### src/rtl/ps2_pkg.sv
// Shared PS/2 definitions: receiver FSM states, frame geometry and the scan codes
// that the downstream keyboard FSM also decodes.
package ps2_pkg;

    localparam int unsigned PS2_FRAME_BITS = 11;

    localparam logic [7:0] BREAK  = 8'hF0;
    localparam logic [7:0] SHIFT1 = 8'h12;
    localparam logic [7:0] SHIFT2 = 8'h59;
    localparam logic [7:0] CAPS   = 8'h58;

    typedef enum logic [1:0] {
        ST_IDLE,
        ST_RX,
        ST_CHECK
    } rx_state_e;

    // Odd parity: data plus parity bit must hold an odd number of ones.
    function automatic logic odd_parity_ok(input logic [7:0] data, input logic par);
        return ^{data, par};
    endfunction

endpackage

### src/rtl/ps2_rx_frame_if.sv
// PS/2 line inputs and decoded scan-code outputs of the frame receiver.
interface ps2_rx_frame_if;

    logic       rx_en;
    logic       ps2c;
    logic       ps2d;
    logic [7:0] dout;
    logic       rx_done_tick;
    logic       parity_err;
    logic       frame_err;
    logic       busy;

    modport master (
        output rx_en, ps2c, ps2d,
        input  dout, rx_done_tick, parity_err, frame_err, busy
    );

    modport slave (
        input  rx_en, ps2c, ps2d,
        output dout, rx_done_tick, parity_err, frame_err, busy
    );

endinterface

### src/rtl/ps2_clk_filter.sv
// Synchronises ps2c/ps2d, debounces ps2c over FILTER_LEN samples and flags the
// filtered falling edge together with the synchronised data bit.
module ps2_clk_filter #(
    parameter int unsigned FILTER_LEN = 8
) (
    input  logic clk,
    input  logic reset,
    input  logic ps2c_i,
    input  logic ps2d_i,
    output logic fall_tick_o,
    output logic ps2d_o
);

    logic [1:0]            c_sync_q;
    logic [1:0]            d_sync_q;
    logic [FILTER_LEN-1:0] hist_q;
    logic                  fc_q;
    logic                  fc_d;

    always_ff @(posedge clk or posedge reset) begin
        if (reset) begin
            c_sync_q <= '1;
            d_sync_q <= '1;
            hist_q   <= '1;
            fc_q     <= 1'b1;
        end else begin
            c_sync_q <= {c_sync_q[0], ps2c_i};
            d_sync_q <= {d_sync_q[0], ps2d_i};
            hist_q   <= {hist_q[FILTER_LEN-2:0], c_sync_q[1]};
            fc_q     <= fc_d;
        end
    end

    // Level only changes once the whole history agrees; mixed samples hold it.
    always_comb begin
        fc_d = fc_q;
        if (&hist_q) begin
            fc_d = 1'b1;
        end else if (~|hist_q) begin
            fc_d = 1'b0;
        end
    end

    assign fall_tick_o = fc_q & ~fc_d;
    assign ps2d_o      = d_sync_q[1];

endmodule

### src/rtl/ps2_rx_frame.sv
// PS/2 device-to-host frame receiver: deserialises start/8 data/odd parity/stop,
// with inter-edge timeout, and emits one registered pulse per frame.
module ps2_rx_frame
    import ps2_pkg::*;
#(
    parameter int unsigned FILTER_LEN     = 8,
    parameter int unsigned TIMEOUT_CYCLES = 100000
) (
    input  logic           clk,
    input  logic           reset,
    ps2_rx_frame_if.slave  bus
);

    localparam int unsigned TW = $clog2(TIMEOUT_CYCLES);
    localparam logic [TW-1:0] TMO_LAST = TW'(TIMEOUT_CYCLES - 1);

    logic fall_tick;
    logic ps2d_s;

    ps2_clk_filter #(
        .FILTER_LEN(FILTER_LEN)
    ) u_filter (
        .clk         (clk),
        .reset       (reset),
        .ps2c_i      (bus.ps2c),
        .ps2d_i      (bus.ps2d),
        .fall_tick_o (fall_tick),
        .ps2d_o      (ps2d_s)
    );

    rx_state_e   state_q, state_d;
    logic [3:0]  n_q, n_d;
    logic [9:0]  sr_q, sr_d;
    logic [TW-1:0] tmo_q, tmo_d;
    logic [7:0]  dout_q, dout_d;
    logic        tick_q, tick_d;
    logic        perr_q, perr_d;
    logic        ferr_q, ferr_d;
    logic        busy_q, busy_d;

    always_ff @(posedge clk or posedge reset) begin
        if (reset) begin
            state_q <= ST_IDLE;
            n_q     <= '0;
            sr_q    <= '0;
            tmo_q   <= '0;
            dout_q  <= '0;
            tick_q  <= 1'b0;
            perr_q  <= 1'b0;
            ferr_q  <= 1'b0;
            busy_q  <= 1'b0;
        end else begin
            state_q <= state_d;
            n_q     <= n_d;
            sr_q    <= sr_d;
            tmo_q   <= tmo_d;
            dout_q  <= dout_d;
            tick_q  <= tick_d;
            perr_q  <= perr_d;
            ferr_q  <= ferr_d;
            busy_q  <= busy_d;
        end
    end

    always_comb begin
        state_d = state_q;
        n_d     = n_q;
        sr_d    = sr_q;
        tmo_d   = tmo_q;
        dout_d  = dout_q;
        tick_d  = 1'b0;
        perr_d  = 1'b0;
        ferr_d  = 1'b0;

        unique case (state_q)
            ST_IDLE: begin
                if (fall_tick && bus.rx_en && !ps2d_s) begin
                    state_d = ST_RX;
                    n_d     = 4'(PS2_FRAME_BITS - 2);
                    tmo_d   = '0;
                end
            end
            ST_RX: begin
                // Start bit is not stored: 10 shifts leave stop in sr[9], parity in sr[8].
                if (fall_tick) begin
                    sr_d  = {ps2d_s, sr_q[9:1]};
                    tmo_d = '0;
                    if (n_q == 4'd0) begin
                        state_d = ST_CHECK;
                    end else begin
                        n_d = n_q - 4'd1;
                    end
                end else if (tmo_q == TMO_LAST) begin
                    state_d = ST_IDLE;
                    ferr_d  = 1'b1;
                end else begin
                    tmo_d = tmo_q + TW'(1);
                end
            end
            ST_CHECK: begin
                state_d = ST_IDLE;
                if (!sr_q[9]) begin
                    ferr_d = 1'b1;
                end else if (!odd_parity_ok(sr_q[7:0], sr_q[8])) begin
                    perr_d = 1'b1;
                end else begin
                    dout_d = sr_q[7:0];
                    tick_d = 1'b1;
                end
            end
            default: state_d = ST_IDLE;
        endcase

        busy_d = (state_d != ST_IDLE);
    end

    assign bus.dout         = dout_q;
    assign bus.rx_done_tick = tick_q;
    assign bus.parity_err   = perr_q;
    assign bus.frame_err    = ferr_q;
    assign bus.busy         = busy_q;

endmodule

### src/flat_wrapper.sv
// flat-port wrapper written by rule: the top's interface ports become plain ports
module ps2_rx_frame_flat import ps2_pkg::*;
#(
    parameter int unsigned FILTER_LEN     = 8,
    parameter int unsigned TIMEOUT_CYCLES = 100000
)
  (clk, reset, bus_rx_en, bus_ps2c, bus_ps2d, bus_dout, bus_rx_done_tick, bus_parity_err, bus_frame_err, bus_busy);
  ps2_rx_frame_if bus_i ();
  input  logic clk;
  input  logic reset;
  input wire logic [$bits(bus_i.rx_en)-1:0] bus_rx_en;
  input wire logic [$bits(bus_i.ps2c)-1:0] bus_ps2c;
  input wire logic [$bits(bus_i.ps2d)-1:0] bus_ps2d;
  output wire logic [$bits(bus_i.dout)-1:0] bus_dout;
  output wire logic [$bits(bus_i.rx_done_tick)-1:0] bus_rx_done_tick;
  output wire logic [$bits(bus_i.parity_err)-1:0] bus_parity_err;
  output wire logic [$bits(bus_i.frame_err)-1:0] bus_frame_err;
  output wire logic [$bits(bus_i.busy)-1:0] bus_busy;
  assign bus_i.rx_en = bus_rx_en;
  assign bus_i.ps2c = bus_ps2c;
  assign bus_i.ps2d = bus_ps2d;
  assign bus_dout = bus_i.dout;
  assign bus_rx_done_tick = bus_i.rx_done_tick;
  assign bus_parity_err = bus_i.parity_err;
  assign bus_frame_err = bus_i.frame_err;
  assign bus_busy = bus_i.busy;
  ps2_rx_frame #(.FILTER_LEN(FILTER_LEN), .TIMEOUT_CYCLES(TIMEOUT_CYCLES)) u_core (.clk(clk), .reset(reset), .bus(bus_i));
endmodule
### config.mk
export PLATFORM = sky130hd
export DESIGN_NAME = ps2_rx_frame_flat
export DESIGN_NICKNAME = d
export VERILOG_FILES = /design/src/rtl/ps2_pkg.sv /design/src/rtl/ps2_rx_frame_if.sv /design/src/rtl/ps2_clk_filter.sv /design/src/rtl/ps2_rx_frame.sv /design/src/flat_wrapper.sv
export SDC_FILE = /design/constraint.sdc
export NUM_CORES = 1
export LEC_CHECK = 0
export BUFFER_PORTS_ARGS = -buffer_cell sky130_fd_sc_hd__buf_2
export CORE_MARGIN = 3
export CORE_UTILIZATION = 60
export DETAILED_ROUTE_END_ITERATION = 8
export PLACE_DENSITY = 0.79
export SYNTH_ARGS = -nofsm -noshare
export SYNTH_HDL_FRONTEND = slang
export SYNTH_SLANG_ARGS = --single-unit
### constraint.sdc
create_clock -name clk -period 2.7 [get_ports clk]
set_input_delay 0 -clock clk [delete_from_list [all_inputs] [get_ports clk]]
set_output_delay 0 -clock clk [all_outputs]
set_load 0.01 [all_outputs]
* Word level (Yosys, flattened, before mapping)
Cells that the tools add are included.
** Word-level totals
- Logic and storage cells :: 63
- Flip-flop bits (word level) :: 58
- Output and inout bits :: 12
- Input port bits :: 5
** Operators by class
- Reductions and logical operators :: 14
- Bitwise operators :: 2
- $add $sub $neg :: 2
- Muxes and demuxes :: 25
- Eq/ne operators :: 7
** Operators by type and width (number)
- 2-to-1 mux 17 bit :: 3
- case mux 17 bit (2 select lines) :: 1
- adder 17 x 1 -> 17 bit (second input constant) :: 1
- equality test 17 bit (second input constant) :: 1
- 2-to-1 mux 4 bit :: 3
- 2-to-1 mux 1 bit :: 11
- XOR reduction 9 bit :: 1
- 2-to-1 mux 2 bit :: 4
- case mux 4 bit (2 select lines) :: 1
- AND reduction 8 bit :: 1
- OR reduction 8 bit :: 1
- AND reduction 3 bit :: 2
- logical NOT 4 bit :: 1
- inequality test 2 x 1 -> 1 bit (second input constant) :: 2
- case mux 2 bit (2 select lines) :: 1
- AND reduction 4 bit :: 1
- nonzero test 2 bit :: 2
- subtractor 4 x 1 -> 4 bit (second input constant) :: 1
- inequality test 3 x 2 -> 1 bit (second input constant) :: 1
- equality test 2 x 1 -> 1 bit (second input constant) :: 1
- equality test 2 bit (second input constant) :: 1
- logical AND 1 bit :: 2
- logical NOT 2 bit :: 1
- inequality test 2 bit (second input constant) :: 1
- other kinds (5) :: 5

* Longest topological paths before layout
Gate-level depths: netlist (run 1).
- Depth in word-level cells :: 10
- Gate-level depth with buffers :: 9
- Depth with buffers taken out :: 7

* Modules after synthesis
From an unflattened synthesis (run 1), not the netlist that was laid out.
** Second synthesis, totals
- Cell total of the unflattened synthesis :: 240
- Area, all modules :: 2692.6 um^2
** By module, submodules not included
- ps2_rx_frame :: sequential area each 1126.1 um^2, area an instance 2290.9 um^2, cells each 219, instances 1
- ps2_clk_filter :: sequential area each 341.6 um^2, area an instance 401.6 um^2, cells each 21, instances 1

* Least setup slack after synthesis (run 1)
Ideal clock, no wire load.
- Kind :: register -> register
- Start :: reg u_core.tmo_q[0]
- End :: reg u_core.tmo_q[14]
- Setup time :: 65 ps
- Arrival :: 1929 ps
- Buffers on the path :: 0
- Slack :: 706 ps
- Required time :: 2635 ps
- Period minus slack after synthesis :: 1994 ps
- Cell stages (with the launch flop) :: 7
- Cells stage by stage :: dfrtp_1 -> ha_1 -> and4_1 -> nand4_2 -> or3b_4 -> or4_1 -> nand2_1
** On the way
- Longest elaborated chain between the ends :: 4
- Elaborated cells on any way between the ends :: 7
- Classes of those cells :: add/sub: 1; eq/ne: 2; mux: 3; reduce/logical: 1
** Ends and longest elaborated chain
- from (decl) :: RTL line ps2_rx_frame.sv:34 : logic [TW-1:0] tmo_q, tmo_d;
- from (signal assigned) :: RTL line ps2_rx_frame.sv:56 : tmo_q <= tmo_d;
- adder 17 x 1 -> 17 bit :: RTL line ps2_rx_frame.sv:97 : tmo_d = tmo_q + TW'(1);
- 2-to-1 mux 17 bit :: RTL line ps2_rx_frame.sv:93 : end else if (tmo_q == TMO_LAST) begin
- 2-to-1 mux 17 bit :: RTL line ps2_rx_frame.sv:85 : if (fall_tick) begin
- case mux 17 bit (2 select lines) :: RTL line ps2_rx_frame.sv:75 : unique case (state_q)
Several ways; a longest one is shown, not always the timed one. The select of a mux whose other input is x is not followed.
A chain may end at the register's enable or synchronous reset.

* Final worst setup path (run 1)
Ends and elaborated chain as after synthesis.

==> results.txt, run 1 <==
area of the multi-input gates: 1156 µm²
vias in the first global route: 1682
Clock Pin Slew Worst Setup and Hold Paths: 0.07 ns
area of the mapped netlist: 2719 µm²
final hold vios: 0
CTS buffer count: 9
Non-Filler Instances: 315
CTS root buffer: clkbuf_8
Core Area: 4173 µm²
Fill cells: 264
Synth Register Bits: 58
post-synthesis async set-or-reset flop share: 100.0%
DRC viols: 0
CTS tree: built
fin crit period: 2.192 ns
WL per Instance: 14.97 µm
Synth Area in Adders: 2.761%
GP Congestion: 0.8274
Sequential cell area: 1468 µm²
DR vias: 1849
clock buffer depth: 2
status: completed
# clock sinks: 58
DIE AREA: 5375 µm²
Simple-Gate Fraction of Synth Area: 15.23%
H-tree levels: 3
Skew-Pair Late Insertion Delay: 0.33 ns
worst reg2reg path depth: 6
clock skew: 0.01053 ns
CP required: 2.98 ns
Antenna Cells: 0
Area contributors post-synth: dfrtp_1 (41%), dfstp_2 (13%), mux2_2 (7.5%), o31ai_1 (3.9%), o21ai_0 (3.1%)
Netlist cell types: 50
EDFF count, synth: 0
Reg2Reg Setup Slack: 0.51 ns
Rel. slew slack: 30.67%
Setup crit start kind: flop
most common cell in the netlist: dfrtp_1
post-route ant nets: 0
hold_sp: bus_rx_en
power per cell area: 711.9 nW/µm²
DR vias/cell: 5.870
post-synthesis xor/xnor area fraction: 2.761%
final layout net count: 272
launching point of the worst reg2reg path: u_core.tmo_q[0]$_DFFE_PP0P_
first-pass GRT wire length: 7900 µm
main combinational cell family by area after synthesis: simple AND/OR/NAND/NOR gates
Reg-to-Reg End: u_core.tmo_q[14]$_DFFE_PP0P_
hold depth: 5
Overflow after GRT: 0
post-synth top area share: 41.42%
DPL Wire Length: 3059 µm
# port buffers: 16
initial antenna violation count: 0
crit end category: flop
Peak VDD IR: 667.1 µV
Seq/Total Area, Yosys: 53.98%
Die Span Y: 73.32 µm
Synth Area per Inst: 11.67 µm²
largest net degree at the start of global routing: 53
CP Class: reg2reg
multiplexer area fraction after synthesis: 7.455%
worst slew pin tran: 1.038 ns
Syn Nets: 244
Critical Path AT: 2.47 ns
Pleak: 0.001434 µW
router iterations before antenna repair: 5
Synth Area in Compound Gates: 14.31%
worst-path maximum fanout: 14
setup tns final: 0 ns
Die Span X: 73.32 µm
fin crit share: 81.17%
worst hold endpoint: u_core.state_q[0]$_DFF_PP0_
Synth area leader: dfrtp_1
Peak Freq: 0.4563 GHz
final wirelength: 4716 µm
dpl cells: 297
Setup Viol. Count Final: 0
top_reg_cell synth: dfrtp_1
RSZ-0062 raised after global routing: false
Total Routing Usage GR: 19.60%
Rows: 23
Initial Utilization: 65.16%
# IOs: 17
Final Max Tran Viols: 0
Post-synth top cells: dfrtp_1 (45), mux2_2 (18), o21ai_0 (17)
worst min path class: in2reg
layout cells sized above 1: 29.43%
Yosys warning total: 0
DRT iter0 DRCs: 64
cells after synthesis: 233
number of max-cap violations: 0
Area Growth Syn to Fin: 14.45%
## critical path, stage by stage, from the launching register on
cell	delay, ns
dfrtp_1	0.41
ha_1	0.25
and4_1	0.26
nand4_2	0.13
or3b_4	0.50
or4_1	0.52
nand2_1	0.07
## stage by stage
step | hold WS, ns | power (µW) | setup WS [ns] | util, % | area [µm²]
2_1_floorplan | 0.004478 | 1212 | 0.7062 | - | 2719
3_3_place_gp | 0.1044 | 1253 | 0.5691 | 68.10 | 2841
3_5_place_dp | 0.1065 | 1260 | 0.5293 | 68.10 | 2841
4_1_cts | 0.2611 | 2235 | 0.5143 | 74.57 | 3112
5_1_grt | 0.2879 | 2327 | 0.3752 | 74.57 | 3112
6_report | 0.2725 | 2215 | 0.5085 | 74.57 | 3112
## layout make-up
cell class | instances | area share, %
inverters | 12 | 1.448
multi-input cells | 157 | 37.15
repair buffers | 23 | 4.503
clock inverters | 5 | 3.297
well taps | 50 | 2.010
flip-flops and latches | 58 | 47.17
clock buffers | 10 | 4.423
## flip-flops by register name, summed over array words and instances, names as in the netlist
| register | flops |
|---|---|
| u_core.bus.frame_err | 1 |
| u_core.tmo_q | 17 |
| u_core.u_filter.hist_q | 8 |
| u_core.state_q | 2 |
| u_core.bus.rx_done_tick | 1 |
| u_core.bus.busy | 1 |
| u_core.u_filter.fc_q | 1 |
| u_core.sr_q | 10 |
| u_core.n_q | 4 |
| u_core.bus.parity_err | 1 |
| u_core.u_filter.c_sync_q | 2 |
| u_core.bus.dout | 8 |
| u_core.u_filter.d_sync_q | 2 |
## worst max path at each step
stage | from | endpoint | slack (ns) | depth (start not counted)
5_1_grt | u_core.tmo_q[9]$_DFFE_PP0P_ | u_core.tmo_q[13]$_DFFE_PP0P_ | 0.38 | 6
2_1_floorplan | u_core.tmo_q[0]$_DFFE_PP0P_ | u_core.tmo_q[14]$_DFFE_PP0P_ | 0.71 | 6
4_1_cts | u_core.tmo_q[0]$_DFFE_PP0P_ | u_core.tmo_q[14]$_DFFE_PP0P_ | 0.51 | 6
3_5_place_dp | u_core.tmo_q[0]$_DFFE_PP0P_ | u_core.tmo_q[14]$_DFFE_PP0P_ | 0.53 | 6
3_3_place_gp | u_core.tmo_q[0]$_DFFE_PP0P_ | u_core.tmo_q[14]$_DFFE_PP0P_ | 0.57 | 6
6_report | u_core.tmo_q[0]$_DFFE_PP0P_ | u_core.tmo_q[14]$_DFFE_PP0P_ | 0.51 | 6
## logic make-up after synthesis
| kind of cell | Yosys count |
|---|---|
| and+or+nand+nor | 67 |
| AOI/OAI and AO/OA | 59 |
| DFF | 58 |
| buffers and inverters | 18 |
| muxes | 18 |
| xor gates and xnor gates | 7 |
| adders and majority gates | 6 |
## power by group
group          switching (µW)  total, µW  internal, µW
clock network             333        964           631
registers                50.5        982           932
logic                     165        269           103
total                     549       2220          1670
## layout by cell type, fill, tap and decap left out, types with 10 or more instances in the layout
| master | Yosys | final |
|---|---|---|
| o21ai_0 | 17 | 17 |
| mux2_2 | 18 | 18 |
| buf_2 | 2 | 16 |
| dfstp_2 | 13 | 13 |
| o31ai_1 | 14 | 14 |
| dfrtp_1 | 45 | 45 |
| inv_1 | 12 | 11 |
| clkbuf_8 | 1 | 10 |
| nand2_1 | 16 | 16 |
## per-layer routing
layer | wire (µm) | up-vias | track usage [%]
met4 | 49 | 0 | 10.26
met1 | 2286 | 885 | 26.73
met2 | 2150 | 42 | 28.80
li1 | - | 916 | -
met5 | 0 | - | 0
met3 | 230 | 6 | 5.198
## what timing repair did
action | 4_1_cts | 5_1_grt
resized for setup | 0 | 0
setup endpoints to repair | 0 | 0
hold buffers | 3 | 0
buffers inserted | 0 | 0
hold endpoints to repair | 47 | 0
Power figures use the tool's default switching activity.
==> inputs of run 2 (changes only) <==
--- a/config.mk
+++ b/config.mk
@@ -7,9 +7,9 @@
 export LEC_CHECK = 0
 export BUFFER_PORTS_ARGS = -buffer_cell sky130_fd_sc_hd__buf_2
 export CORE_MARGIN = 3
-export CORE_UTILIZATION = 60
+export CORE_UTILIZATION = 54
 export DETAILED_ROUTE_END_ITERATION = 8
-export PLACE_DENSITY = 0.79
+export PLACE_DENSITY = 0.75
 export SYNTH_ARGS = -nofsm -noshare
 export SYNTH_HDL_FRONTEND = slang
 export SYNTH_SLANG_ARGS = --single-unit
==> constraint.sdc (replaced) <==
create_clock -name clk -period 1.8 [get_ports clk]
set_input_delay 0 -clock clk [delete_from_list [all_inputs] [get_ports clk]]
set_output_delay 0 -clock clk [all_outputs]
set_load 0.01 [all_outputs]
==> results.txt, run 2 (synthesis gave the netlist of run 1 again) <==
final setup margin: -0.2155 ns (-0.7240 ns)
Clock Pin Slew Worst Setup and Hold Paths: 0.07 ns (about the same)
failing checks: negative setup slack
most common cell after layout, fill and taps aside: dfrtp_1
CP Launch Point: u_core.u_filter.hist_q[2]$_DFF_PP1_
Setup crit start kind: flop
Area Growth Syn to Fin: 38.01%
crit end category: flop
Setup Viol. Count Final: 40 (+40)
Peak VDD IR: 928.3 µV (+39%)
layout cells sized above 1: 48.39% (+19 points)
Die Span X: 76.96 µm (+5.0%)
commonest non-fill, non-tap cells in the layout: dfrtp_1 (45), buf_4 (39), mux2_2 (17)
# IOs: 17 (unchanged)
Initial Utilization: 56.81% (-8.3 points)
biggest regs: u_core.tmo_q (17), u_core.sr_q (10)
Pleak: 0.001749 µW (+22%)
fin crit share: 112.0% (+31 points)
Skew-Pair Late Insertion Delay: 0.35 ns (+0.02 ns)
CTS root buffer: clkbuf_8
Antenna Cells: 0 (unchanged)
Reg-to-Reg End: u_core.tmo_q[8]$_DFFE_PP0P_
CTS buffer count: 9 (unchanged)
final hold vios: 0 (unchanged)
number of max-cap violations: 0 (unchanged)
Rows: 25 (+8.7%)
Peak Freq: 0.4962 GHz (+8.7%)
fin crit period: 2.015 ns (-0.1760 ns)
worst min path class: in2async
Core Area: 4786 µm² (+15%)
CP delay by family, top: compound AO/OA/AOI/OAI gates
Reg2Reg Setup Slack: -0.22 ns (-0.72 ns)
Rel. slew slack: 63.21% (+33 points)
dpl cells: 352 (+19%)
RSZ-0062 raised after global routing: true
# port buffers: 16 (unchanged)
# clock sinks: 58 (unchanged)
vias in the first global route: 2214 (+32%)
Post-Place Setup Slack: -0.1520 ns (-0.6813 ns)
clock buffer depth: 2 (unchanged)
first-pass GRT wire length: 10450 µm (+32%)
CP Class: reg2reg
DPL Wire Length: 3760 µm (+23%)
number of flip-flops in the largest register: 17 (unchanged)
post-route ant nets: 0 (unchanged)
DR vias: 2138 (+16%)
CP max-delay cell: or4_4
worst slew pin tran: 0.5511 ns (-0.4873 ns)
status: complete, but fails checks
final wirelength: 6232 µm (+32%)
DIE AREA: 5922 µm² (+10%)
crit-path cells: or4_4, o31ai_4, buf_6, nor2b_1, o21ai_1, o31ai_2
Max stage delay on crit path: 0.57 ns (+0.05 ns)
DR vias/cell: 5.671 (-3.4%)
Overflow after GRT: 0 (unchanged)
DRT iter0 DRCs: 118 (+84%)
Total Routing Usage GR: 22.51% (+2.9 points)
H-tree levels: 3 (unchanged)
largest net degree at the start of global routing: 36 (-32%)
final layout net count: 316 (+16%)
Die Span Y: 76.96 µm (+5.0%)
worst reg2reg path depth: 6 (unchanged)
Biggest register: u_core.tmo_q
WL per Instance: 16.53 µm (+10%)
CP Buf/Inv Count: 1 (+1)
worst-path maximum fanout: 8 (-6)
CP required: 2.02 ns (-0.96 ns)
router iterations before antenna repair: 4 (-1)
GP Congestion: 0.8282 (about the same)
Non-Filler Instances: 377 (+20%)
Final Max Tran Viols: 0 (unchanged)
launching point of the worst reg2reg path: u_core.u_filter.hist_q[2]$_DFF_PP1_
Critical Path AT: 2.23 ns (-0.24 ns)
power per cell area: 1024 nW/µm² (+44%)
DRC viols: 0 (unchanged)
total stage count of the critical path: 6 (unchanged)
clock skew: 0.007154 ns (-0.003373 ns)
CTS tree: built
initial antenna violation count: 0 (unchanged)
[run 2: cell types whose count changed in the layout (fill, tap and decap cells not counted), sizes merged]
| cell | before | now |
|---|---|---|
| clkbuf | 10 | 12 |
| clkinv | 1 | 0 |
| nand3 | 6 | 7 |
| bufinv | 3 | 4 |
| buf | 20 | 63 |
| clkinvlp | 1 | 0 |
[run 2: worst reg2reg max path: cells and delay by family, from the launching register on]
| family | cells | cell delay (ns) |
|---|---|---|
| AND/OR/NAND/NOR | 2 | 0.63 |
| AO/OA/AOI/OAI | 3 | 0.68 |
| buffers and inverters | 1 | 0.21 |
| flip-flops | 1 | 0.37 |
[run 2: power by group]
part | internal, µW | total, µW | switching (µW)
sequential | 1400 | 1470 | 68.1
combinational | 309 | 685 | 376
clock | 1170 | 1690 | 519
[run 2: area by class of cell]
cell class / instances / area, µm²
Sequential cell: 58 / 1468
Multi-Input combinational cell: 158 / 1360
Fill cell: 294 / 1033
Timing Repair Buffer: 66 / 510.5
Clock buffer: 12 / 165.2
Clock inverter: 4 / 120.1
Tap cell: 67 / 83.83
Inverter: 12 / 45.04
[run 2: what timing repair did]
action / 4_1_cts / 5_1_grt
endpoints found under the hold margin: 25 / 0
gates resized for setup: 16 / 26
pin swaps: 13 / 7
hold buffers: 3 / 0
cloned: 1 / 0
setup buffers: 5 / 1
endpoints found under the setup margin: 38 / 44
[run 2: how the worst max path moves through the flow]
stage	end	slack (ns)
after floorplan	u_core.tmo_q[15]$_DFFE_PP0P_	-0.05
after global placement	u_core.bus.dout[4]$_DFFE_PP0P_	-0.13
after detailed placement	u_core.bus.dout[0]$_DFFE_PP0P_	-0.15
after CTS	u_core.tmo_q[9]$_DFFE_PP0P_	-0.11
after global routing	u_core.tmo_q[8]$_DFFE_PP0P_	-0.28
final	u_core.tmo_q[8]$_DFFE_PP0P_	-0.22
[run 2: per-stage QoR]
stage | hold slack, ns | TNS, ns | cell area [µm²] | total power (µW) | utilization, %
final | 0.2539 | -4.124 | 3752 | 3843 | 78.41
after global routing | 0.3055 | -6.430 | 3752 | 4010 | 78.41
after CTS | 0.2673 | -2.349 | 3647 | 3779 | 76.21
after detailed placement | 0.08487 | -2.890 | 3222 | 2026 | 67.32
after global placement | 0.07736 | -1.827 | 3222 | 2006 | 67.32
after floorplan | 0.004478 | -0.4575 | 2768 | 1836 | -
[run 2: layer usage]
layer  track usage, %  vias to the layer above  part of all wire, %
li1                 -                     1010                    -
met1            28.35                     1070                   41
met2            36.85                       40                   53
met3            4.343                       18                  3.4
met4            11.59                        0                  2.6
met5                0                        -                    0
==> inputs of run 3 (changes only) <==
--- a/config.mk
+++ b/config.mk
@@ -7,9 +7,8 @@
 export LEC_CHECK = 0
 export BUFFER_PORTS_ARGS = -buffer_cell sky130_fd_sc_hd__buf_2
 export CORE_MARGIN = 3
-export CORE_UTILIZATION = 54
+export CORE_UTILIZATION = 40
 export DETAILED_ROUTE_END_ITERATION = 8
-export PLACE_DENSITY = 0.75
 export SYNTH_ARGS = -nofsm -noshare
 export SYNTH_HDL_FRONTEND = slang
 export SYNTH_SLANG_ARGS = --single-unit
==> results.txt, run 3 (synthesis gave the netlist of run 1 again) <==
status: complete, but fails checks
failing checks: negative setup slack
Total Routing Usage GR: 17.28% (-5.2 points)
Rel. slew slack: 77.84% (+15 points)
Max stage delay on crit path: 0.57 ns (about the same)
Finished Cell Area: 3810 µm² (+1.5%)
sequential share of power: 43.4% (+5.3 points)
Peak Freq: 0.5216 GHz (+5.1%)
DRT iter0 DRCs: 49 (-58%)
Antenna Cells: 0 (unchanged)
GP Congestion: 0.7814 (-5.7%)
crit-path cells: or4_4, o31ai_4, buf_6, nor2_1, o21ai_1, o41ai_2
final layout net count: 328 (+3.8%)
worst-path maximum fanout: 9 (+1)
worst slew pin tran: 0.3278 ns (-0.2233 ns)
switch share: 29.43% (+4.4 points)
DR vias/cell: 5.386 (-5.0%)
first-pass GRT wire length: 10210 µm (-2.3%)
Critical Path AT: 2.13 ns (-0.10 ns)
Reg2Reg Setup Slack: -0.12 ns (+0.10 ns)
DIE AREA: 7823 µm² (+32%)
fin crit period: 1.917 ns (-0.09822 ns)
clock skew: 0.01083 ns (+0.003674 ns)
Die Span X: 88.45 µm (+15%)
Int Pwr: 2380 µW (-17%)
CP Class: reg2reg
CP max-delay cell: or4_4
DR vias: 2149 (+0.51%)
Post-Place Setup Slack: -0.2103 ns (-0.05827 ns)
Peak VDD IR: 559.8 µV (-40%)
Core Area: 6459 µm² (+35%)
Biggest register: u_core.tmo_q
biggest regs: u_core.tmo_q (17), u_core.sr_q (10)
WL per Instance: 15.72 µm (-4.9%)
initial antenna violation count: 0 (unchanged)
Post-DP Area: 3294 µm² (+2.3%)
net switching power: 993.0 µW (+3.1%)
Initial Utilization: 42.10% (-15 points)
Setup Viol. Count Final: 38 (-5.0%)
vias in the first global route: 2105 (-4.9%)
commonest non-fill, non-tap cells in the layout: buf_4 (45), dfrtp_1 (45), mux2_2 (18), o21ai_1 (17), buf_2 (16)
H-tree levels: 3 (unchanged)
CTS buffer count: 9 (unchanged)
# port buffers: 16 (unchanged)
worst min path class: in2async
number of flip-flops in the largest register: 17 (unchanged)
Skew-Pair Late Insertion Delay: 0.34 ns (about the same)
# clock sinks: 58 (unchanged)
Non-Filler Instances: 399 (+5.8%)
final setup margin: -0.1173 ns (+0.09822 ns)
Setup crit start kind: flop
number of max-cap violations: 0 (unchanged)
Overflow after GRT: 0 (unchanged)
post-route ant nets: 0 (unchanged)
dpl cells: 370 (+5.1%)
fin crit share: 106.5% (-5.5 points)
Pleak: 0.001801 µW (+3.0%)
Die Span Y: 88.45 µm (+15%)
CP required: 2.02 ns (about the same)
launching point of the worst reg2reg path: u_core.u_filter.hist_q[7]$_DFF_PP1_
layout cells sized above 1: 51.24% (+2.9 points)
CTS root buffer: clkbuf_8
final wirelength: 6273 µm (+0.66%)
Clock Pin Slew Worst Setup and Hold Paths: 0.07 ns (about the same)
Area Growth Syn to Fin: 40.13%
Rows: 29 (+16%)
router iterations before antenna repair: 4 (unchanged)
Clock Power Share: 35.8% (-8.2 points)
clock buffer depth: 2 (unchanged)
CTS tree: built
final hold vios: 0 (unchanged)
power per cell area: 885.4 nW/µm² (-14%)
largest net degree at the start of global routing: 59 (+64%)
crit end category: flop
DPL Wire Length: 3891 µm (+3.5%)
# IOs: 17 (unchanged)
RSZ-0062 raised after global routing: true
Final Max Tran Viols: 0 (unchanged)
DRC viols: 0 (unchanged)
Comb pwr share: 20.8% (+3.0 points)
worst reg2reg path depth: 6 (unchanged)
Reg-to-Reg End: u_core.tmo_q[5]$_DFFE_PP0P_
Fill cells: 558 (+90%)
[run 3: changes by cell type in the layout (fill, tap and decap cells not counted), sizes merged]
cell / previous run / this run
nand2: 17 / 18
buf: 63 / 73
clkinv: 0 / 3
clkinvlp: 0 / 2
bufinv: 4 / 0
[run 3: power groups by stage]
stage,Sequential [µW],Combinational [µW],Clock (µW)
6_report,1460,702,1210
5_1_grt,1470,778,1310
4_1_cts,1460,634,1260
3_5_place_dp,1480,565,0
3_3_place_gp,1480,551,0
2_1_floorplan,1480,353,0
[run 3: what timing repair did]
item | 4_1_cts | 5_1_grt
setup endpoints to repair | 40 | 44
gates cloned | 2 | 2
endpoints found under the hold margin | 60 | 0
setup buffers | 5 | 2
hold buffers | 3 | 0
pin swaps | 9 | 8
resized for setup | 20 | 26
[run 3: critical path, delay by kind of cell (launching register included)]
kind | cells | cell delay (ns)
AO/OA/AOI/OAI | 3 | 0.60
buffers and inverters | 1 | 0.19
flip-flops | 1 | 0.37
AND/OR/NAND/NOR | 2 | 0.63
[run 3: worst max-delay path by stage]
stage | start | endpoint | slack, ns | cells past startpoint
floorplan | u_core.u_filter.hist_q[2]$_DFF_PP1_ | u_core.tmo_q[15]$_DFFE_PP0P_ | -0.05 | 6
global placement | u_core.u_filter.hist_q[2]$_DFF_PP1_ | u_core.tmo_q[4]$_DFFE_PP0P_ | -0.07 | 6
detailed placement | u_core.sr_q[3]$_DFFE_PP0P_ | u_core.bus.dout[7]$_DFFE_PP0P_ | -0.21 | 5
CTS | u_core.sr_q[4]$_DFFE_PP0P_ | u_core.bus.dout[7]$_DFFE_PP0P_ | -0.11 | 5
global route | u_core.u_filter.hist_q[7]$_DFF_PP1_ | u_core.tmo_q[11]$_DFFE_PP0P_ | -0.19 | 5
finish | u_core.u_filter.hist_q[7]$_DFF_PP1_ | u_core.tmo_q[5]$_DFFE_PP0P_ | -0.12 | 6
[run 3: final cells by class]
| type | instances | area (µm²) | area share, % |
|---|---|---|---|
| clock buffers | 11 | 173.9 | 4.565 |
| clock inverters | 5 | 33.78 | 0.8867 |
| inverters | 12 | 45.04 | 1.182 |
| multi-input cells | 159 | 1368 | 35.89 |
| flip-flops and latches | 58 | 1468 | 38.52 |
| well taps | 77 | 96.34 | 2.529 |
| repair buffers | 77 | 625.6 | 16.42 |
[run 3: routing by layer]
layer	track usage [%]	wire length, µm
met5	0	0
met4	6.181	23
met3	5.959	273
met2	27.67	3188
met1	21.79	2786
[run 3: stage by stage]
stage                     total power [µW]  TNS [ns]  utilization [%]  hold WS, ns
after floorplan                       1836   -0.4575                -     0.004478
after global placement                2030    -1.660            51.01      0.07801
after detailed placement              2049    -3.057            51.01      0.08298
after CTS                             3350    -2.754            56.61       0.2466
after global routing                  3564    -5.763            58.99       0.2658
final                                 3373    -2.771            58.99       0.2630
